==> config.mk <==
export PLATFORM = sky130hd
export DESIGN_NAME = period_counter
export DESIGN_NICKNAME = d
export VERILOG_FILES = /design/src/rtl/period_counter.sv
export SDC_FILE = /design/constraint.sdc
export NUM_CORES = 1
export LEC_CHECK = 0
export BUFFER_PORTS_ARGS = -buffer_cell sky130_fd_sc_hd__clkbuf_2
export CAP_MARGIN = 20
export CORE_MARGIN = 4
export CORE_UTILIZATION = 50
export CTS_CLUSTER_SIZE = 25
export DETAILED_ROUTE_END_ITERATION = 6
export GPL_ROUTABILITY_DRIVEN = 0
export PLACE_DENSITY_LB_ADDON = 0.3
export SYNTH_ARGS = -nofsm -noshare
export SYNTH_HDL_FRONTEND = slang
export SYNTH_SLANG_ARGS = --single-unit
==> constraint.sdc <==
create_clock -name i_clk -period 3.7 [get_ports i_clk]
set_clock_uncertainty 0.1 [all_clocks]
set_input_delay 0.37 -clock i_clk [delete_from_list [all_inputs] [get_ports i_clk]]
set_output_delay 0.37 -clock i_clk [all_outputs]
set_load 0.01 [all_outputs]
==> src/rtl/period_counter.sv <==
// Period counter: measures clock ticks between two consecutive rising edges of an
// asynchronous input and hands the result to a divider via a start/ready/done handshake.
module period_counter #(
    parameter int WIDTH    = 32,
    parameter int TICK_DIV = 1
) (
    input  logic             i_clk,
    input  logic             i_rst,
    input  logic             i_start,
    input  logic             i_sig,
    output logic             o_ready,
    output logic             o_done,
    output logic [WIDTH-1:0] o_period,
    output logic             o_ovf
);

    localparam int             PW         = (TICK_DIV > 1) ? $clog2(TICK_DIV) : 1;
    localparam logic [PW-1:0]  PRESC_LAST = PW'(TICK_DIV - 1);

    typedef enum logic [1:0] {
        IDLE,
        WAIT_FIRST,
        COUNT,
        DONE
    } state_t;

    state_t           r_state;
    logic             r_sync1;
    logic             r_sync2;
    logic             r_prev;
    logic [PW-1:0]    r_presc;
    logic [WIDTH-1:0] r_count;
    logic             r_ready;
    logic             r_done;
    logic             r_ovf;
    logic [WIDTH-1:0] r_period;

    logic             w_edge;
    logic             w_wrap;
    logic [PW-1:0]    w_presc_next;
    logic [WIDTH:0]   w_count_next;
    logic             w_sat;

    assign w_edge       = r_sync2 & ~r_prev;
    assign w_wrap       = (r_presc == PRESC_LAST);
    assign w_presc_next = w_wrap ? '0 : r_presc + 1'b1;
    // One extra bit so the tick that would exceed the output range is visible.
    assign w_count_next = {1'b0, r_count} + (WIDTH+1)'(w_wrap);
    assign w_sat        = w_count_next[WIDTH];

    always_ff @(posedge i_clk or posedge i_rst) begin
        if (i_rst) begin
            r_sync1 <= 1'b0;
            r_sync2 <= 1'b0;
            r_prev  <= 1'b0;
        end else begin
            r_sync1 <= i_sig;
            r_sync2 <= r_sync1;
            r_prev  <= r_sync2;
        end
    end

    always_ff @(posedge i_clk or posedge i_rst) begin
        if (i_rst) begin
            r_state  <= IDLE;
            r_presc  <= '0;
            r_count  <= '0;
            r_ready  <= 1'b1;
            r_done   <= 1'b0;
            r_ovf    <= 1'b0;
            r_period <= '0;
        end else begin
            case (r_state)
                IDLE: begin
                    if (i_start) begin
                        r_state <= WAIT_FIRST;
                        r_ready <= 1'b0;
                        r_ovf   <= 1'b0;
                        r_presc <= '0;
                        r_count <= '0;
                    end
                end
                WAIT_FIRST: begin
                    if (w_edge) begin
                        r_state <= COUNT;
                        r_presc <= '0;
                        r_count <= '0;
                    end else if (w_sat) begin
                        r_state  <= DONE;
                        r_done   <= 1'b1;
                        r_period <= '1;
                        r_ovf    <= 1'b1;
                    end else begin
                        r_presc <= w_presc_next;
                        r_count <= w_count_next[WIDTH-1:0];
                    end
                end
                COUNT: begin
                    // The closing edge reports this cycle's tick too, hence w_count_next.
                    if (w_edge || w_sat) begin
                        r_state <= DONE;
                        r_done  <= 1'b1;
                        if (w_sat) begin
                            r_period <= '1;
                            r_ovf    <= 1'b1;
                        end else begin
                            r_period <= w_count_next[WIDTH-1:0];
                            r_ovf    <= 1'b0;
                        end
                    end else begin
                        r_presc <= w_presc_next;
                        r_count <= w_count_next[WIDTH-1:0];
                    end
                end
                DONE: begin
                    r_state <= IDLE;
                    r_done  <= 1'b0;
                    r_ready <= 1'b1;
                end
                default: begin
                    r_state <= IDLE;
                    r_done  <= 1'b0;
                    r_ready <= 1'b1;
                end
            endcase
        end
    end

    assign o_ready  = r_ready;
    assign o_done   = r_done;
    assign o_period = r_period;
    assign o_ovf    = r_ovf;

endmodule
==> run summary <==
Routed Antenna Nets -> 0
Synth unique cells -> 43
CTS sink cnt -> 72
Synth Instances -> 399
Final worst path period need -> 2970 ps
Die Y -> 94.4 um
P per Cell Area -> 709 mW/mm2
Fmax -> 337 MHz
Nets -> 446
WP data required -> 3820 ps
Number of remaining DRC errors -> 0
Critical Path Max Stage Delay -> 860 ps
Post-synth EDFFs -> 0
Status -> finished, final reports clean
Layout fillers -> 630
Remaining global-route overflow -> 0
Max stage delay cell, worst path -> or4_1
Worst IR Drop VDD -> 0.000338 V
Final period util -> 80.3%
DRT Pass-1 Iters -> 5
Via count -> 3,045
Yosys reg bits -> 72
Max-Slew Margin vs Limit -> 32.5%
Diodes inserted -> 0
Crit-path max FO -> 29
Number of port buffers -> 38
Yosys Warn Count -> 0
Top delay family on crit path -> simple AND/OR/NAND/NOR gates
Root Buffer -> clkbuf_8
Synth Area per Inst -> 9.35 um2
I/O Pins -> 39
Final Hold Viols -> 0
Layout cells sized above 1 -> 16.1%
Worst-skew pair later-pin latency -> 350 ps
Worst Path Arrival -> 3100 ps
Buffers & Inverters on Critical Path -> 0
Vias per inst -> 5.65
# rows -> 31
Worst setup SP type -> flip-flop
Initial Utilization -> 51.4%
Final WS setup -> 728 ps
Fraction of registers with async set/reset -> 100%
Mapped Area -> 0.00373 mm2
1st-iter DRT viols -> 213
Pin count of the biggest net entering global routing -> 39
Full die area -> 0.00891 mm2
Initial antenna violation count -> 0
CTS tree -> done
Main synth FF type -> dfrtp_1
Dpl hpwl -> 5470 um
H-tree levels -> 3
Layout area overhead -> 15.1%
CTS max path bufs -> 2
Crit Path Category -> flip-flop to flip-flop
CP Cell Sequence -> ha_1 > and3_1 > nand4_4 > nor4_4 > or4_1 > o21bai_1 > a21boi_0
Clk slew on worst S/H paths -> 70 ps
GRT Total Usage -> 20.0%
Routed len/inst -> 15.1 um
Pins over their slew limit -> 0
First-pass GRT wire length -> 14,000 um
Crit path capture type -> flip-flop
Setup TNS -> 0 ps
Cts bufs inserted -> 9
Vias in the first global route -> 2,926
Leakage -> 1.79 nW
Final wirelength -> 8110 um
Core area -> 0.00725 mm2
Worst-Margin Slew -> 1010 ps
Pre-CTS setup slack -> 763 ps
Post-CTS setup buffers -> 0
Die X-Extent -> 94.4 um
HP Class -> input port to flip-flop
Post-cts sizing count -> 0
Max-Cap Viols -> 0
Mapped Nets -> 410
Post-synthesis sequential area ratio -> 48.3%
Final setup violation count -> 0
RSZ-0062 raised after global routing -> false
power by group:
group / switching (W) / total, W / leakage [nW] / internal, W
clock: 0.000299 / 0.000832 / 0.136 / 0.000532
combinational: 0.000686 / 0.00112 / 0.778 / 0.000429
sequential: 0.000111 / 0.00110 / 0.880 / 0.000986
layout make-up:
type	count	area [um2]	share of cell area, %
flip-flops and latches	72	1800	42.0
multi-input cells	293	1780	41.3
repair buffers	48	283	6.59
clock buffers	10	138	3.21
clock inverters	6	130	3.03
well taps	99	124	2.88
inverters	11	41.3	0.962
worst min-delay path, cell delays in order:
cell	delay, ps
clkbuf_2	90
nand2_1	50
a21oi_1	130
nor2_1	50
cell usage in the layout, fill, tap and decap left out, types with 7 or more instances in the layout:
cell type and n:
clkbuf_8 10, clkbuf_2 38, nand3_1 11, buf_4 7, nand2b_1 8, nand2_1 19, inv_1 10, o31ai_1 22
xnor2_1 12, ha_1 7, o21ai_0 31, nand4_1 15, dfrtp_1 71, nor2_1 51, xor2_1 17, a21oi_1 52
sequential cells by signal, summed over array words and instances (netlist names):
name      cells
r_count      32
r_sync2       1
r_sync1       1
o_ready       1
r_state       2
o_done        1
r_prev        1
o_period     32
o_ovf         1
through the flow:
stage	power, W	instance area, um2	hold WS [ps]	utilization (%)	cells
floorplan	0.00185	3730	231	-	399
global placement	0.00220	4010	198	55.2	521
detailed placement	0.00223	4010	206	55.2	521
CTS	0.00307	4280	3.24	59.1	538
global route	0.00327	4290	234	59.2	539
finish	0.00304	4290	246	59.2	539
repair_timing:
item                       4_1_cts  5_1_grt
hold endpoints to repair        11        1
hold buffers                     1        1
setup endpoints to repair        0        0
kinds of logic after synthesis:
kind of cell / count (synthesis) / synth area share [%]
AO/OA/AOI/OAI: 117 / 18.2
XOR/XNOR: 29 / 6.81
adder cells (fa/ha/maj): 7 / 2.35
buffers and inverters: 34 / 4.26
flip-flops: 72 / 48.3
multiplexers: 1 / 0.302
AND/OR/NAND/NOR: 139 / 19.7
worst paths after layout:
kind | end | startpoint | slack [ps] | cells after the start
max in group asynchronous | o_period[29]$_DFFE_PP0P_ | i_rst | 2370 | 4
min | o_ready$_DFFE_PP1P_ | i_start | 250 | 4
min in group asynchronous | r_count[10]$_DFFE_PP0P_ | i_rst | 370 | 3
max | r_count[30]$_DFFE_PP0P_ | r_count[0]$_DFFE_PP0P_ | 730 | 7
max reg2reg | r_count[30]$_DFFE_PP0P_ | r_count[0]$_DFFE_PP0P_ | 730 | 7
min reg2reg | r_sync2$_DFF_PP0_ | r_sync1$_DFF_PP0_ | 260 | 0
synth_stat cells, types with 2 or more instances:
cell type	number	area, um2
a21oi_1	52	260
xor2_1	17	149
and4_1	6	52.6
or4_1	2	15.0
a31oi_1	4	25.0
buf_1	2	7.51
nand2b_1	8	50.1
dfrtp_1	71	1780
nor2b_1	2	12.5
nor4_1	2	12.5
o21ai_0	31	155
ha_1	7	87.6
nand3_1	11	55.1
xnor2_1	12	105
and3_1	5	31.3
clkbuf_2	2	10.0
nor2_1	51	191
or3_1	5	31.3
nand4_1	15	93.8
and2_1	6	37.5
inv_1	11	41.3
o31ai_1	22	165
buf_2	11	55.1
o21bai_1	2	15.0
buf_4	2	15.0
nand2_1	19	71.3
clkbuf_1	5	18.8
metal layers:
layer | global-route usage [%] | routed length (um) | up-vias | part of all wire [%]
met4 | 6.62 | 99 | 0 | 1.2
met1 | 25.7 | 3670 | 1465 | 45
met3 | 5.66 | 387 | 6 | 4.8
met5 | 0 | 0 | - | 0
li1 | - | - | 1497 | -
met2 | 32.7 | 3960 | 77 | 49
Note: power is estimated with default switching activity, not from simulation.
